## src/rtl/vga_object_ctrl.sv

```systemverilog
// Player/obstacle position controller for a VGA game: moves objects once per frame
// at the start of vertical blanking, checks overlap, and tracks score and game-over.
module vga_object_ctrl #(
  parameter int H_ACTIVE    = 640,
  parameter int V_ACTIVE    = 480,
  parameter int PLAYER_W    = 16,
  parameter int PLAYER_H    = 16,
  parameter int OBS_W       = 16,
  parameter int OBS_H       = 32,
  parameter int PLAYER_STEP = 4,
  parameter int OBS_STEP    = 2,
  parameter int PLAYER_X0   = 200,
  parameter int PLAYER_Y0   = 200,
  parameter int OBS_X0      = 400,
  parameter int OBS_Y0      = 100
) (
  input  logic       clock,
  input  logic       clear,
  input  logic [9:0] hCount,
  input  logic [9:0] vCount,
  input  logic       btn_up,
  input  logic       btn_down,
  input  logic       btn_start,
  output logic [9:0] player_x,
  output logic [9:0] player_y,
  output logic [9:0] obs_x,
  output logic [9:0] obs_y,
  output logic [1:0] state,
  output logic       collision,
  output logic [7:0] score,
  output logic       frame_update
);

  typedef enum logic [1:0] {
    S_IDLE  = 2'b00,
    S_PLAY  = 2'b01,
    S_CHECK = 2'b10,
    S_OVER  = 2'b11
  } state_t;

  localparam logic [10:0] L_P_STEP = 11'(PLAYER_STEP);
  localparam logic [10:0] L_O_STEP = 11'(OBS_STEP);
  localparam logic [10:0] L_PY_MAX = 11'(V_ACTIVE - PLAYER_H);
  localparam logic [10:0] L_OX_WRAP = 11'(H_ACTIVE - OBS_W);
  localparam logic [10:0] L_P_W    = 11'(PLAYER_W);
  localparam logic [10:0] L_P_H    = 11'(PLAYER_H);
  localparam logic [10:0] L_O_W    = 11'(OBS_W);
  localparam logic [10:0] L_O_H    = 11'(OBS_H);
  localparam logic [9:0]  L_PX0    = 10'(PLAYER_X0);
  localparam logic [9:0]  L_PY0    = 10'(PLAYER_Y0);
  localparam logic [9:0]  L_OX0    = 10'(OBS_X0);
  localparam logic [9:0]  L_OY0    = 10'(OBS_Y0);
  localparam logic [9:0]  L_VBLANK = 10'(V_ACTIVE);

  state_t     r_state, w_state_nxt;
  logic [9:0] r_px, r_py, r_ox, r_oy;
  logic [9:0] w_px_nxt, w_py_nxt, w_ox_nxt, w_oy_nxt;
  logic [7:0] r_score, w_score_nxt;
  logic       r_match_d, r_start_d, r_start_pending;
  logic       w_match, w_strobe, w_start_rise, w_consume, w_overlap;
  logic [10:0] w_py_up, w_py_dn, w_ox_dec;

  // Edge-detect the blanking position so a stalled counter still yields one strobe
  assign w_match      = (hCount == 10'd0) && (vCount == L_VBLANK);
  assign w_strobe     = w_match && !r_match_d;
  assign w_start_rise = btn_start && !r_start_d;

  assign w_py_up  = {1'b0, r_py} - L_P_STEP;
  assign w_py_dn  = {1'b0, r_py} + L_P_STEP;
  assign w_ox_dec = {1'b0, r_ox} - L_O_STEP;

  assign w_overlap = ({1'b0, r_px} < ({1'b0, r_ox} + L_O_W)) &&
                     ({1'b0, r_ox} < ({1'b0, r_px} + L_P_W)) &&
                     ({1'b0, r_py} < ({1'b0, r_oy} + L_O_H)) &&
                     ({1'b0, r_oy} < ({1'b0, r_py} + L_P_H));

  always_comb begin
    w_state_nxt = r_state;
    w_px_nxt    = r_px;
    w_py_nxt    = r_py;
    w_ox_nxt    = r_ox;
    w_oy_nxt    = r_oy;
    w_score_nxt = r_score;
    w_consume   = 1'b0;
    case (r_state)
      S_IDLE, S_OVER: begin
        if (w_strobe && r_start_pending) begin
          w_consume   = 1'b1;
          w_state_nxt = S_PLAY;
          w_px_nxt    = L_PX0;
          w_py_nxt    = L_PY0;
          w_ox_nxt    = L_OX0;
          w_oy_nxt    = L_OY0;
          w_score_nxt = 8'd0;
        end
      end
      S_PLAY: begin
        if (w_strobe) begin
          w_state_nxt = S_CHECK;
          if (btn_up && !btn_down)
            w_py_nxt = ({1'b0, r_py} < L_P_STEP) ? 10'd0 : w_py_up[9:0];
          else if (btn_down && !btn_up)
            w_py_nxt = (w_py_dn > L_PY_MAX) ? L_PY_MAX[9:0] : w_py_dn[9:0];
          if ({1'b0, r_ox} >= L_O_STEP) begin
            w_ox_nxt = w_ox_dec[9:0];
          end else begin
            w_ox_nxt = L_OX_WRAP[9:0];
            if (r_score != 8'hFF) w_score_nxt = r_score + 8'd1;
          end
        end
      end
      S_CHECK: w_state_nxt = w_overlap ? S_OVER : S_PLAY;
      default: w_state_nxt = S_IDLE;
    endcase
  end

  always_ff @(posedge clock or negedge clear) begin
    if (!clear) begin
      r_state         <= S_IDLE;
      r_px            <= L_PX0;
      r_py            <= L_PY0;
      r_ox            <= L_OX0;
      r_oy            <= L_OY0;
      r_score         <= 8'd0;
      r_match_d       <= 1'b0;
      r_start_d       <= 1'b0;
      r_start_pending <= 1'b0;
    end else begin
      r_state   <= w_state_nxt;
      r_px      <= w_px_nxt;
      r_py      <= w_py_nxt;
      r_ox      <= w_ox_nxt;
      r_oy      <= w_oy_nxt;
      r_score   <= w_score_nxt;
      r_match_d <= w_match;
      r_start_d <= btn_start;
      if (w_start_rise)   r_start_pending <= 1'b1;
      else if (w_consume) r_start_pending <= 1'b0;
    end
  end

  assign player_x     = r_px;
  assign player_y     = r_py;
  assign obs_x        = r_ox;
  assign obs_y        = r_oy;
  assign score        = r_score;
  assign state        = r_state;
  assign collision    = (r_state == S_OVER);
  assign frame_update = (r_state == S_CHECK);

endmodule
```

## config.mk

```make
export PLATFORM = sky130hd
export DESIGN_NAME = vga_object_ctrl
export DESIGN_NICKNAME = d
export VERILOG_FILES = /design/src/rtl/vga_object_ctrl.sv
export SDC_FILE = /design/constraint.sdc
export NUM_CORES = 1
export LEC_CHECK = 0
export ABC_AREA = 1
export BUFFER_PORTS_ARGS = -buffer_cell sky130_fd_sc_hd__buf_2
export CAP_MARGIN = 20
export CORE_ASPECT_RATIO = 1.4
export CORE_MARGIN = 4
export CORE_UTILIZATION = 31
export CTS_CLUSTER_SIZE = 10
export DETAILED_ROUTE_END_ITERATION = 8
export GPL_TIMING_DRIVEN = 0
export PLACE_DENSITY = 0.64
export SLEW_MARGIN = 20
export SYNTH_ARGS = -nofsm -noshare
export SYNTH_HDL_FRONTEND = slang
export SYNTH_SLANG_ARGS = --single-unit
```

## constraint.sdc

```tcl
create_clock -name clock -period 1.7 [get_ports clock]
set_input_delay 0.085 -clock clock [delete_from_list [all_inputs] [get_ports clock]]
set_output_delay 0.085 -clock clock [all_outputs]
set_load 0.005 [all_outputs]
```

# After elaboration in Yosys (flattened, before gate mapping)
# Cells that the tools add are included.
[classes]
addsub = 6
mul = 0
n_div = 0
magnitude_cmp = 7
eq_ne = 10
n_shift = 0
muxes = 24
bitwise = 0
reduce_logical = 22
[op_table]
columns = ["operator", "n"]
rows = [
  ["2-to-1 mux 10 bit", 9],
  ["case mux 10 bit (2 select lines)", 2],
  ["2-to-1 mux 8 bit", 4],
  ["adder 10 x 5 -> 11 bit, second input constant", 2],
  ["less-than comparator 10 x 8 -> 1 bit, second input constant", 2],
  ["case mux 8 bit (2 select lines)", 1],
  ["adder 10 x 3 -> 11 bit, second input constant", 1],
  ["greater-than comparator 11 x 9 -> 1 bit, second input constant", 1],
  ["less-than comparator 7 x 11 -> 1 bit, first input constant", 1],
  ["less-than comparator 8 x 11 -> 1 bit, first input constant", 1],
  ["== test 10 x 9 -> 1 bit, second input constant", 1],
  ["greater-or-equal comparator 10 x 2 -> 1 bit, second input constant", 1],
  ["zero test 10 bit", 1],
  ["less-than comparator 10 x 3 -> 1 bit, second input constant", 1],
  ["subtractor 10 x 2 -> 10 bit, second input constant", 1],
  ["subtractor 10 x 3 -> 10 bit, second input constant", 1],
  ["logical AND 1 bit", 9],
  ["adder 8 x 1 -> 8 bit, second input constant", 1],
  ["!= test 2 bit, second input constant", 4],
  ["!= test 8 bit, second input constant", 1],
  ["2-to-1 mux 2 bit", 3],
  ["case mux 2 bit (3 select lines)", 1],
  ["AND reduction 5 bit", 1],
  ["== test 2 bit, second input constant", 2],
  ["other kinds (10)", 17],
]
[word_totals]
regBits = 33
latchBits = 0
ramBits = 0
mem_bits_ro = 0
input_bits = 25
output_inout_bits = 52
word_cells = 76
n_memories = 0

# Logic depth before layout (Yosys ltp)
# Gate-level depths: netlist (run 1).
[logic_depth]
depth_word = 8
mapped_depth = 12
mapped_depth_nobuf = 12

# Worst setup path before layout (run 1)
# Ideal clock, no wire load.
[synth_timing]
kind = "reg2reg"
startpoint = "register r_ox[5] (netlist: obs_x[5])"
endpoint = "register r_score[0] (netlist: score[0])"
setup_time_ns = 0.118
t_arrival_ns = 1.622
t_required_ns = 1.582
path_slack_ns = -0.040
stages_incl_launch_ff = 10
path_buffers = 0
period_less_slack_ns = 1.740
cell_sequence = "dfrtp_1 inv_1 ha_1 nand3_1 nor2_4 nand3_4 o21ai_4 nand4_4 nand2_1 nand2_1"
[synth_via]
elab_chain_cells = 3
[synth_rtl]
columns = ["item", "line", "text"]
rows = [
  ["from (decl)", "56", "logic [9:0] r_px, r_py, r_ox, r_oy;"],
  ["from (signal assigned)", "132", "r_ox <= w_ox_nxt;"],
  ["greater-or-equal comparator 10 x 2 -> 1 bit", "104", "if ({1'b0, r_ox} >= L_O_STEP) begin"],
  ["!= test 2 bit (no source line)", "n/a", ""],
  ["AND reduction 5 bit (no source line)", "n/a", ""],
  ["to (signal assigned)", "134", "r_score <= w_score_nxt;"],
  ["to (decl)", "58", "logic [7:0] r_score, w_score_nxt;"],
]
# No other way between the ends.
# A chain may end at the register's enable or synchronous reset.

# Final worst setup path (run 1)
[layout_timing]
startpoint = "register r_py[3] (netlist: player_y[3])"
endpoint = "register r_py[2] (netlist: player_y[2])"
[layout_via]
elab_chain_cells = 7
word_cells_on_any_way = 9
cone_classes = "add/sub: 1; order compare: 2; mux: 6"
[layout_rtl]
columns = ["item", "line", "text"]
rows = [
  ["from (decl)", "56", ""],
  ["from (signal assigned)", "131", "r_py <= w_py_nxt;"],
  ["adder 10 x 3 -> 11 bit", "69", "assign w_py_dn = {1'b0, r_py} + L_P_STEP;"],
  ["greater-than comparator 11 x 9 -> 1 bit", "103", "w_py_nxt = (w_py_dn > L_PY_MAX) ? L_PY_MAX[9:0] : w_py_dn[9:0];"],
  ["2-to-1 mux 10 bit", "103", ""],
  ["2-to-1 mux 10 bit", "102", "else if (btn_down && !btn_up)"],
  ["2-to-1 mux 10 bit (*)", "100", "if (btn_up && !btn_down)"],
  ["2-to-1 mux 10 bit (*)", "98", "if (w_strobe) begin"],
  ["case mux 10 bit (2 select lines) (*)", "85", "case (r_state)"],
]
# Mark *: on every way between the ends. The rest lies on a longest branch, timed or not. The select of a mux whose other input is x is not followed.

==> impl_metrics.json, run 1 <==
{
  "crit_required_ns": 1.86,
  "clock_sinks": 30,
  "vdd.ir_drop.worst_uv": 833,
  "vias": 2801,
  "path_cells": "buf_4 > buf_4 > nand4_1 > nand3_2 > nand2_1 > inv_1 > nand2_2 > nand2_2 > nand2_2 > nand3_2 > o21ai_2",
  "core_area_mm2": 0.00856,
  "min_period_over_period_pct": 101,
  "cp_num_buf_inv": 3,
  "cp_slowest_cell": "dfstp_2",
  "hp-class": "input pin to register",
  "fin_ws_ns": -0.0115,
  "num_rows": 40,
  "finalNetCount": 535,
  "path_class": "register to register",
  "placed_area_mm2": 0.00319,
  "period_minus_slack_ns": 1.71,
  "insertion_delay_ns": 0.28,
  "slew_violations": 0,
  "hold_viol_final": 0,
  "synthAdderAreaFrac_pct": 8.80,
  "port_buffers": 53,
  "p_leak_nw": 1.90,
  "die_y_um": 118,
  "p_per_area_mw_per_mm2": 1680,
  "avgSynthCellArea_um2": 6.96,
  "synth_cell_types": 38,
  "grt_pass1_vias": 2611,
  "ant_nets": 0,
  "tns_ns": -0.0280,
  "path_depth": 11,
  "synth.area.mux_share_pct": 0,
  "place_ws_ns": -0.271,
  "drt_iter0_drc": 103,
  "finalSetupViolCount": 3,
  "synthesis.area_mm2": 0.00270,
  "grt_util_met1_pct": 16.0,
  "synth-xor-area-share_pct": 4.21,
  "synth-simple-area-share_pct": 34.6,
  "rr_endpoint": "player_y[2]$_DFFE_PN0P_",
  "synth_compound_area_share_pct": 9.50,
  "antenna_found_initial": 0,
  "cts_root_buf": "clkbuf_16",
  "viasPerCell": 4.69,
  "finalInstanceArea_mm2": 0.00373,
  "ys_seq_elements": 30,
  "clk_path_buf_depth": 2,
  "ys_seq_area_share_pct": 28.1,
  "clkSlewWorstSetupHoldPaths_ns": 0.05,
  "gp_congestion": 0.869,
  "worstPathMaxFanout": 5,
  "grt_max_degree": 31,
  "slew_headroom_pct": 51.2,
  "r2r_start": "player_y[3]$_DFFE_PN1P_",
  "startpoint": "player_y[3]$_DFFE_PN1P_",
  "path_common_cell": "nand2_2",
  "crit_arrival_ns": 1.88,
  "cts_tree": "built",
  "synth_top_family_by_area": "simple AND/OR/NAND/NOR gates",
  "drv_cap": 0,
  "layout_commonest_cell": "nand2_1",
  "worstRegToRegCells": 11,
  "cts_max_level": 2,
  "use_met2_pct": 26.0,
  "cp_top_family": "simple AND/OR/NAND/NOR gates",
  "dp_hpwl_um": 5410,
  "area_growth_pct": 38.2,
  "ios": 77,
  "fin_skew_ns": 0.00265,
  "grt_util_met3_pct": 2.23,
  "wl_per_cell_um": 12.4,
  "fmax_mhz": 584,
  "grt_overflow": 0,
  "rsz0062_at_grt": "true",
  "ys_warn_count": 0,
  "violations": "setup timing",
  "critPathCaptureType": "register",
  "layout.cells.non_filler": 597,
  "numCtsBuffers": 5,
  "grt_usage_pct": 14.1,
  "drc": 0,
  "netlist_instances": 388,
  "worstSetupEndpoint": "player_y[2]$_DFFE_PN0P_",
  "layout_common_cells": "89 x nand2_1, 54 x buf_2, 42 x buf_4",
  "status": "finished, violations left",
  "gr-max-usage-layer": "met2",
  "r2r_slack_ns": -0.01,
  "dieArea_mm2": 0.0103,
  "grt_pass1_wl_um": 11800,
  "placed_cells_incl_taps": 567,
  "worst_slew_pin_slew_ns": 0.732,
  "antennaDiodeCount": 0,
  "critPathLaunchType": "register",
  "start_util_pct": 31.6,
  "wl_um": 7370,
  "utilization_pct": 43.6,
  "drive_above_1_share_pct": 36.4,
  "dr.pass1.iters": 4,
  "cpPeakStageDelay_ns": 0.60,
  "die_w_um": 86.9
}
-- kinds of logic after synthesis --
group           after synthesis
compound gates               43
flops                        30
other cells                   2
simple gates                203
xor+xnor                     13
fa+ha+maj                    19
buf+inv                      78
-- worst min-delay path by stage --
stage	start	to	slack (ns)	cells after the start
after global routing	hCount[0]	r_match_d$_DFF_PN0_	0.18	6
final	hCount[1]	r_match_d$_DFF_PN0_	0.15	6
after detailed placement	clear	obs_x[3]$_DFFE_PN0P_	0.18	1
after CTS	hCount[1]	r_match_d$_DFF_PN0_	0.15	6
after floorplan	clear	obs_x[1]$_DFFE_PN0P_	-0.21	0
after global placement	clear	obs_x[2]$_DFFE_PN0P_	0.17	1
-- through the flow --
| stage | power, mW | hold slack [ns] |
|---|---|---|
| floorplan | 3.59 | -0.211 |
| global placement | 4.48 | 0.173 |
| detailed placement | 4.52 | 0.182 |
| CTS | 5.84 | 0.155 |
| global route | 6.84 | 0.183 |
| finish | 6.26 | 0.151 |
-- repair_timing --
action / 4_1_cts / 5_1_grt
gates resized for setup: 22 / 46
pin swaps: 2 / 19
setup buffers: 10 / 11
hold buffers: 2 / 0
setup endpoints to repair: 26 / 26
endpoints found under the hold margin: 25 / 0
-- layout make-up --
class                      instances  area [µm²]
fill                             859        4830
tap                              105         131
sequential                        30         766
clock inverter                     1        5.00
inverter                          48         190
clock buffer                       7         143
timing repair buffer              76         463
multi-input combinational        301        1810
buffer                            29         220
-- registers in the layout, indices dropped and copies added (netlist names) --
| register | cells |
|---|---|
| r_start_d | 1 |
| state | 2 |
| r_match_d | 1 |
| score | 8 |
| obs_x | 9 |
| r_start_pending | 1 |
| player_y | 8 |
-- where the power goes --
group	internal (mW)	switching, mW
logic	1.67	2.38
registers	1.02	0.295
clock network	0.580	0.316
-- worst register-to-register path, cell delays in order, from the launching register on --
cell and delay, ns:
dfstp_2 0.60, buf_4 0.14, buf_4 0.11, nand4_1 0.14
nand3_2 0.12, nand2_1 0.06, inv_1 0.07, nand2_2 0.06
nand2_2 0.10, nand2_2 0.08, nand3_2 0.07, o21ai_2 0.06
-- routing by layer --
layer	part of all wire (%)	vias to the layer above
li1	-	1415
met1	41	1308
met2	54	68
met3	3.9	10
met4	1.4	0
met5	0	-
-- synth_stat cells (all sizes together) --
library cell	n	share of area [%]
dfrtp	24	22
a21oi	5	1.5
xor2	12	3.9
ha	19	8.8
and2	1	0.23
nand3	28	5.8
o21bai	2	0.56
conb	2	0.28
nand4	18	5.0
buf	27	7.4
inv	48	6.7
nor3b	2	0.56
dfstp	6	5.8
clkbuf	3	0.46
o211ai	3	0.83
o22ai	2	0.46
xnor2	1	0.32
nand3b	1	0.42
nand2	105	15
o21ai	31	6.2
nor3	6	1.1
nor2	42	6.5
Note: power is estimated with default switching activity, not from simulation.
==> inputs of run 2 (changes only) <==
--- a/config.mk
+++ b/config.mk
@@ -11,10 +11,11 @@
 export CORE_ASPECT_RATIO = 1.4
 export CORE_MARGIN = 4
 export CORE_UTILIZATION = 31
+export CTS_CLUSTER_DIAMETER = 100
 export CTS_CLUSTER_SIZE = 10
 export DETAILED_ROUTE_END_ITERATION = 8
 export GPL_TIMING_DRIVEN = 0
-export PLACE_DENSITY = 0.64
+export PLACE_DENSITY_LB_ADDON = 0.05
 export SLEW_MARGIN = 20
 export SYNTH_ARGS = -nofsm -noshare
 export SYNTH_HDL_FRONTEND = slang
==> impl_metrics.json, run 2 (synthesized netlist as in run 1, its figures left out) <==
{
  "slew_headroom_pct": 51.7,
  "rsz0062_at_grt": "true",
  "grt_max_degree": 31,
  "cpPeakStageDelay_ns": 0.60,
  "placed_cells_incl_taps": 567,
  "fin_ws_ns": -0.0198,
  "hp-class": "input pin to register",
  "drt_iter0_drc": 77,
  "cts_max_level": 2,
  "pwr-share-seq_pct": 21.1,
  "worstPathMaxFanout": 4,
  "numCtsBuffers": 5,
  "cts_root_buf": "clkbuf_16",
  "tns_ns": -0.0327,
  "switching_share_pct": 47.8,
  "ios": 77,
  "clock_sinks": 30,
  "drv_cap": 0,
  "fmax_mhz": 581,
  "critPathLaunchType": "register",
  "layout_common_cells": "91 x nand2_1, 54 x buf_2, 44 x inv_1",
  "vias": 2729,
  "crit_arrival_ns": 1.92,
  "path_cells": "buf_6 > nand2_2 > nor2_4 > nand2_1 > nand2_2 > nand3_2 > nor2_4 > nand2_4 > nand2_2 > nand3_1 > o21ai_1",
  "grt_pass1_wl_um": 12300,
  "start_util_pct": 31.6,
  "largest_reg_flops": 9,
  "utilization_pct": 43.9,
  "slew_violations": 0,
  "crit_required_ns": 1.90,
  "die_y_um": 118,
  "clkSlewWorstSetupHoldPaths_ns": 0.05,
  "finalNetCount": 539,
  "area_growth_pct": 39.2,
  "status": "finished, violations left",
  "gp_congestion": 0.871,
  "hold_viol_final": 0,
  "intPower_mw": 3.28,
  "layout.cells.non_filler": 601,
  "clk_path_buf_depth": 2,
  "drive_above_1_share_pct": 35.3,
  "core_area_mm2": 0.00856,
  "vdd.ir_drop.worst_uv": 675,
  "worst_slew_pin_slew_ns": 0.724,
  "num_rows": 40,
  "dp_hpwl_um": 5630,
  "dr.pass1.iters": 4,
  "timing.hold.ws_ns": 0.147,
  "path_common_cell": "nand2_2",
  "ant_nets": 0,
  "antennaDiodeCount": 0,
  "wl_per_cell_um": 12.8,
  "antenna_found_initial": 0,
  "p_per_area_mw_per_mm2": 1670,
  "fin_skew_ns": 0.00974,
  "viasPerCell": 4.54,
  "cts_tree": "built",
  "power.total_mw": 6.28,
  "finalSetupViolCount": 2,
  "path_class": "register to register",
  "insertion_delay_ns": 0.28,
  "wl_um": 7700,
  "drc": 0,
  "die_w_um": 86.9,
  "p_leak_nw": 1.95,
  "layout_commonest_cell": "nand2_1",
  "clkPwrFrac_pct": 13.8,
  "cp_slowest_cell": "dfstp_2",
  "critPathCaptureType": "register",
  "violations": "setup timing",
  "min_period_over_period_pct": 101,
  "grt_overflow": 0,
  "period_minus_slack_ns": 1.72,
  "power.switching_mw": 3.00,
  "combPwrFrac_pct": 65.2,
  "dieArea_mm2": 0.0103,
  "grt_usage_pct": 15.1,
  "port_buffers": 53,
  "grt_pass1_vias": 2589
}
==> run 2: cell types whose count changed in the layout (fill, tap and decap cells not counted), moves of 3 or more <==
cell	previous run	this run
nand2_2	15	10
nand2_4	1	4
inv_1	41	44
nor2_1	34	31
nand3_1	19	22
==> run 2: metrics by stage <==
stage	setup slack, ns	cell area, µm²
6_report	-0.0198	3760
3_5_place_dp	-0.313	3190
4_1_cts	-0.00520	3560
2_1_floorplan	-0.000235	2800
3_3_place_gp	-0.304	3190
5_1_grt	-0.126	3760
==> run 2: final timing paths <==
| path | to | depth (start not counted) | startpoint | slack (ns) |
|---|---|---|---|---|
| max | player_y[5]$_DFFE_PN0P_ | 11 | player_y[3]$_DFFE_PN1P_ | -0.02 |
| min | r_match_d$_DFF_PN0_ | 6 | hCount[0] | 0.15 |
| max reg2reg | player_y[5]$_DFFE_PN0P_ | 11 | player_y[3]$_DFFE_PN1P_ | -0.02 |
| min reg2reg | r_start_pending$_DFFE_PN0P_ | 1 | r_start_d$_DFF_PN0_ | 0.42 |
| max in group asynchronous | player_y[2]$_DFFE_PN0P_ | 2 | clear | 0.77 |
| min in group asynchronous | obs_x[5]$_DFFE_PN0P_ | 2 | clear | 0.42 |
==> run 2: what timing repair did <==
item,4_1_cts,5_1_grt
resized for setup,27,37
gates cloned,0,0
hold endpoints to repair,25,0
buffers inserted,14,11
setup endpoints to repair,26,26
pin swaps,2,14
hold buffers,2,0
==> run 2: worst max-delay path, delay by kind of cell (launching register included) <==
kind                   cells  cell delay [ns]
AOI/OAI and AO/OA          1             0.13
buffers and inverters      1             0.13
DFF                        1             0.60
and+or+nand+nor            9             0.77
==> run 2: final cells by class <==
type,count,area [µm²]
Tap cell,105,131
Clock buffer,6,129
Multi-Input combinational cell,301,1800
Timing Repair Buffer,80,513
Buffer,29,223
Fill cell,868,4800
Sequential cell,30,763
Inverter,48,188
Clock inverter,2,10.0
==> run 2: layer usage <==
metal  part of all wire [%]  global-route usage [%]  wire [µm]
met1                     40                    17.1       3110
met2                     54                    27.2       4190
met3                    2.9                    2.23        223
met4                    2.3                    6.24        174
met5                      0                       0          0
==> run 2: power groups by stage <==
stage	Combinational (mW)	Clock (mW)	Sequential, mW
after global placement	3.22	0	1.36
after global routing	4.61	0.928	1.37
after detailed placement	3.23	0	1.35
final	4.09	0.863	1.32
after floorplan	2.30	0	1.29
after CTS	3.78	0.906	1.34
==> inputs of run 3 (changes only) <==
--- a/config.mk
+++ b/config.mk
@@ -10,7 +10,7 @@
 export CAP_MARGIN = 20
 export CORE_ASPECT_RATIO = 1.4
 export CORE_MARGIN = 4
-export CORE_UTILIZATION = 31
+export CORE_UTILIZATION = 48
 export CTS_CLUSTER_DIAMETER = 100
 export CTS_CLUSTER_SIZE = 10
 export DETAILED_ROUTE_END_ITERATION = 8
==> impl_metrics.json, run 3 (synthesized netlist as in run 1, its figures left out) <==
{
  "worstRegToRegCells": 11,
  "p_leak_nw": 1.93,
  "hold_viol_final": 0,
  "combPwrFrac_pct": 66.8,
  "path_class": "register to register",
  "min_period_over_period_pct": 104,
  "critPathCaptureType": "register",
  "core_area_mm2": 0.00549,
  "rsz0062_at_grt": "true",
  "drc": 0,
  "antennaDiodeCount": 0,
  "insertion_delay_ns": 0.29,
  "largest_reg_flops": 9,
  "fin_ws_ns": -0.0618,
  "min_path_cells": 6,
  "start_util_pct": 49.2,
  "cp_slowest_cell": "dfstp_2",
  "switching_share_pct": 48.7,
  "path_cells": "ha_4 > buf_6 > nand2_2 > xor2_1 > nand2_1 > inv_2 > nand2_4 > nand2_4 > nor2_2 > o21ai_1 > nand2_1",
  "slew_violations": 0,
  "fillers": 475,
  "grt_overflow": 0,
  "dieArea_mm2": 0.00691,
  "vdd.ir_drop.worst_uv": 1050,
  "ant_nets": 0,
  "rr_endpoint": "player_y[3]$_DFFE_PN1P_",
  "p_per_area_mw_per_mm2": 1680,
  "fin_skew_ns": 0.0130,
  "clkSlewWorstSetupHoldPaths_ns": 0.07,
  "grt_max_degree": 31,
  "cpPeakStageDelay_ns": 0.64,
  "cp_top_family": "flip-flops",
  "fmax_mhz": 568,
  "clock_sinks": 30,
  "min-delay-start": "hCount[0]",
  "violations": "setup timing",
  "vias": 2859,
  "layout_common_cells": "80 x nand2_1, 54 x buf_2, 48 x buf_4",
  "ios": 77,
  "intPower_mw": 3.24,
  "drt_iter0_drc": 102,
  "r2r_slack_ns": -0.06,
  "wl_um": 7410,
  "die_w_um": 71.4,
  "cts_tree": "built",
  "antenna_found_initial": 0,
  "holdPathEnd": "r_match_d$_DFF_PN0_",
  "placed_area_mm2": 0.00315,
  "drv_cap": 0,
  "die_y_um": 96.8,
  "layout_commonest_cell": "nand2_1",
  "wl_per_cell_um": 13.0,
  "finalSetupViolCount": 5,
  "grt_pass1_vias": 2669,
  "period_minus_slack_ns": 1.76,
  "hp-class": "input pin to register",
  "slew_headroom_pct": 52.9,
  "crit_arrival_ns": 1.98,
  "grt_pass1_wl_um": 11800,
  "critPathLaunchType": "register",
  "gp_congestion": 0.959,
  "crit_required_ns": 1.92,
  "r2r_start": "player_y[3]$_DFFE_PN1P_",
  "numCtsBuffers": 5,
  "utilization_pct": 68.3,
  "worst_slew_pin_slew_ns": 0.707,
  "area_growth_pct": 38.8,
  "drive_above_1_share_pct": 40.0,
  "dr.pass1.iters": 4,
  "viasPerCell": 5.03,
  "power.switching_mw": 3.07,
  "grt_usage_pct": 20.5,
  "cts_max_level": 2,
  "cts_root_buf": "clkbuf_8",
  "cp_num_buf_inv": 2,
  "status": "finished, violations left",
  "finalNetCount": 543,
  "port_buffers": 53,
  "clk_path_buf_depth": 2,
  "worstPathMaxFanout": 6,
  "pwr-share-seq_pct": 21.6,
  "tns_ns": -0.192,
  "finalInstanceArea_mm2": 0.00375,
  "num_rows": 32,
  "clkPwrFrac_pct": 11.5,
  "dp_hpwl_um": 5130
}
## run 3: cell types whose count changed in the layout (fill, tap and decap cells not counted), sizes merged
cell	previous run	this run
buf	105	108
clkinv	2	0
bufinv	0	1
clkbuf	8	10
## run 3: per-layer routing
| layer | share of wire, % | global-route usage (%) | up-vias | wire (µm) |
|---|---|---|---|---|
| met2 | 57 | 37.1 | 72 | 4190 |
| li1 | - | - | 1433 | - |
| met4 | 1.6 | 6.95 | 0 | 119 |
| met3 | 3.7 | 3.74 | 13 | 277 |
| met5 | 0 | 0 | - | 0 |
| met1 | 38 | 23.5 | 1341 | 2820 |
## run 3: power by group through the flow
stage	clock [mW]	sequential, mW	combinational (mW)
after floorplan	0	1.29	2.30
after global placement	0	1.34	3.11
after detailed placement	0	1.34	3.17
after CTS	0.737	1.34	3.50
after global routing	0.770	1.40	4.61
final	0.726	1.37	4.22
## run 3: area by class of cell
cell class	count	area, µm²	share of cell area [%]
Timing Repair Buffer	84	515	13.8
Tap cell	68	85.1	2.27
Buffer	29	220	5.87
Sequential cell	30	766	20.4
Clock buffer	7	76.3	2.04
Inverter	48	198	5.27
Multi-Input combinational cell	301	1860	49.6
Clock inverter	1	30.0	0.801
## run 3: worst reg2reg max path: stages, from the launching register on
cell and delay, ns:
dfstp_2 0.64, ha_4 0.19, buf_6 0.11, nand2_2 0.05, xor2_1 0.16, nand2_1 0.09, inv_2 0.08, nand2_4 0.06
nand2_4 0.09, nor2_2 0.04, o21ai_1 0.13, nand2_1 0.07
## run 3: worst max path at each step
stage                                   end                     from  cells past startpoint  slack, ns
CTS                    score[1]$_DFFE_PN0P_     obs_x[5]$_DFFE_PN0P_                      9      0.002
floorplan              score[0]$_DFFE_PN0P_     obs_x[5]$_DFFE_PN0P_                      9    -0.0002
finish              player_y[3]$_DFFE_PN1P_  player_y[3]$_DFFE_PN1P_                     11      -0.06
global route        player_y[3]$_DFFE_PN1P_  player_y[3]$_DFFE_PN1P_                     11      -0.15
global placement       score[0]$_DFFE_PN0P_     obs_x[5]$_DFFE_PN0P_                      9      -0.25
detailed placement     score[0]$_DFFE_PN0P_     obs_x[5]$_DFFE_PN0P_                      9      -0.27
## run 3: what timing repair did
action,4_1_cts,5_1_grt
gates resized for setup,23,70
pin swaps,2,33
setup buffers,10,19
hold endpoints to repair,25,0
hold buffers,2,0
setup endpoints to repair,26,26
## run 3: through the flow
stage | instances | setup slack (ns) | power, mW | hold WS, ns
2_1_floorplan | 409 | -0.000235 | 3.59 | -0.211
3_3_place_gp | 530 | -0.246 | 4.44 | 0.179
3_5_place_dp | 530 | -0.269 | 4.50 | 0.174
4_1_cts | 549 | 0.00213 | 5.58 | 0.138
5_1_grt | 568 | -0.155 | 6.79 | 0.165
6_report | 568 | -0.0618 | 6.31 | 0.139
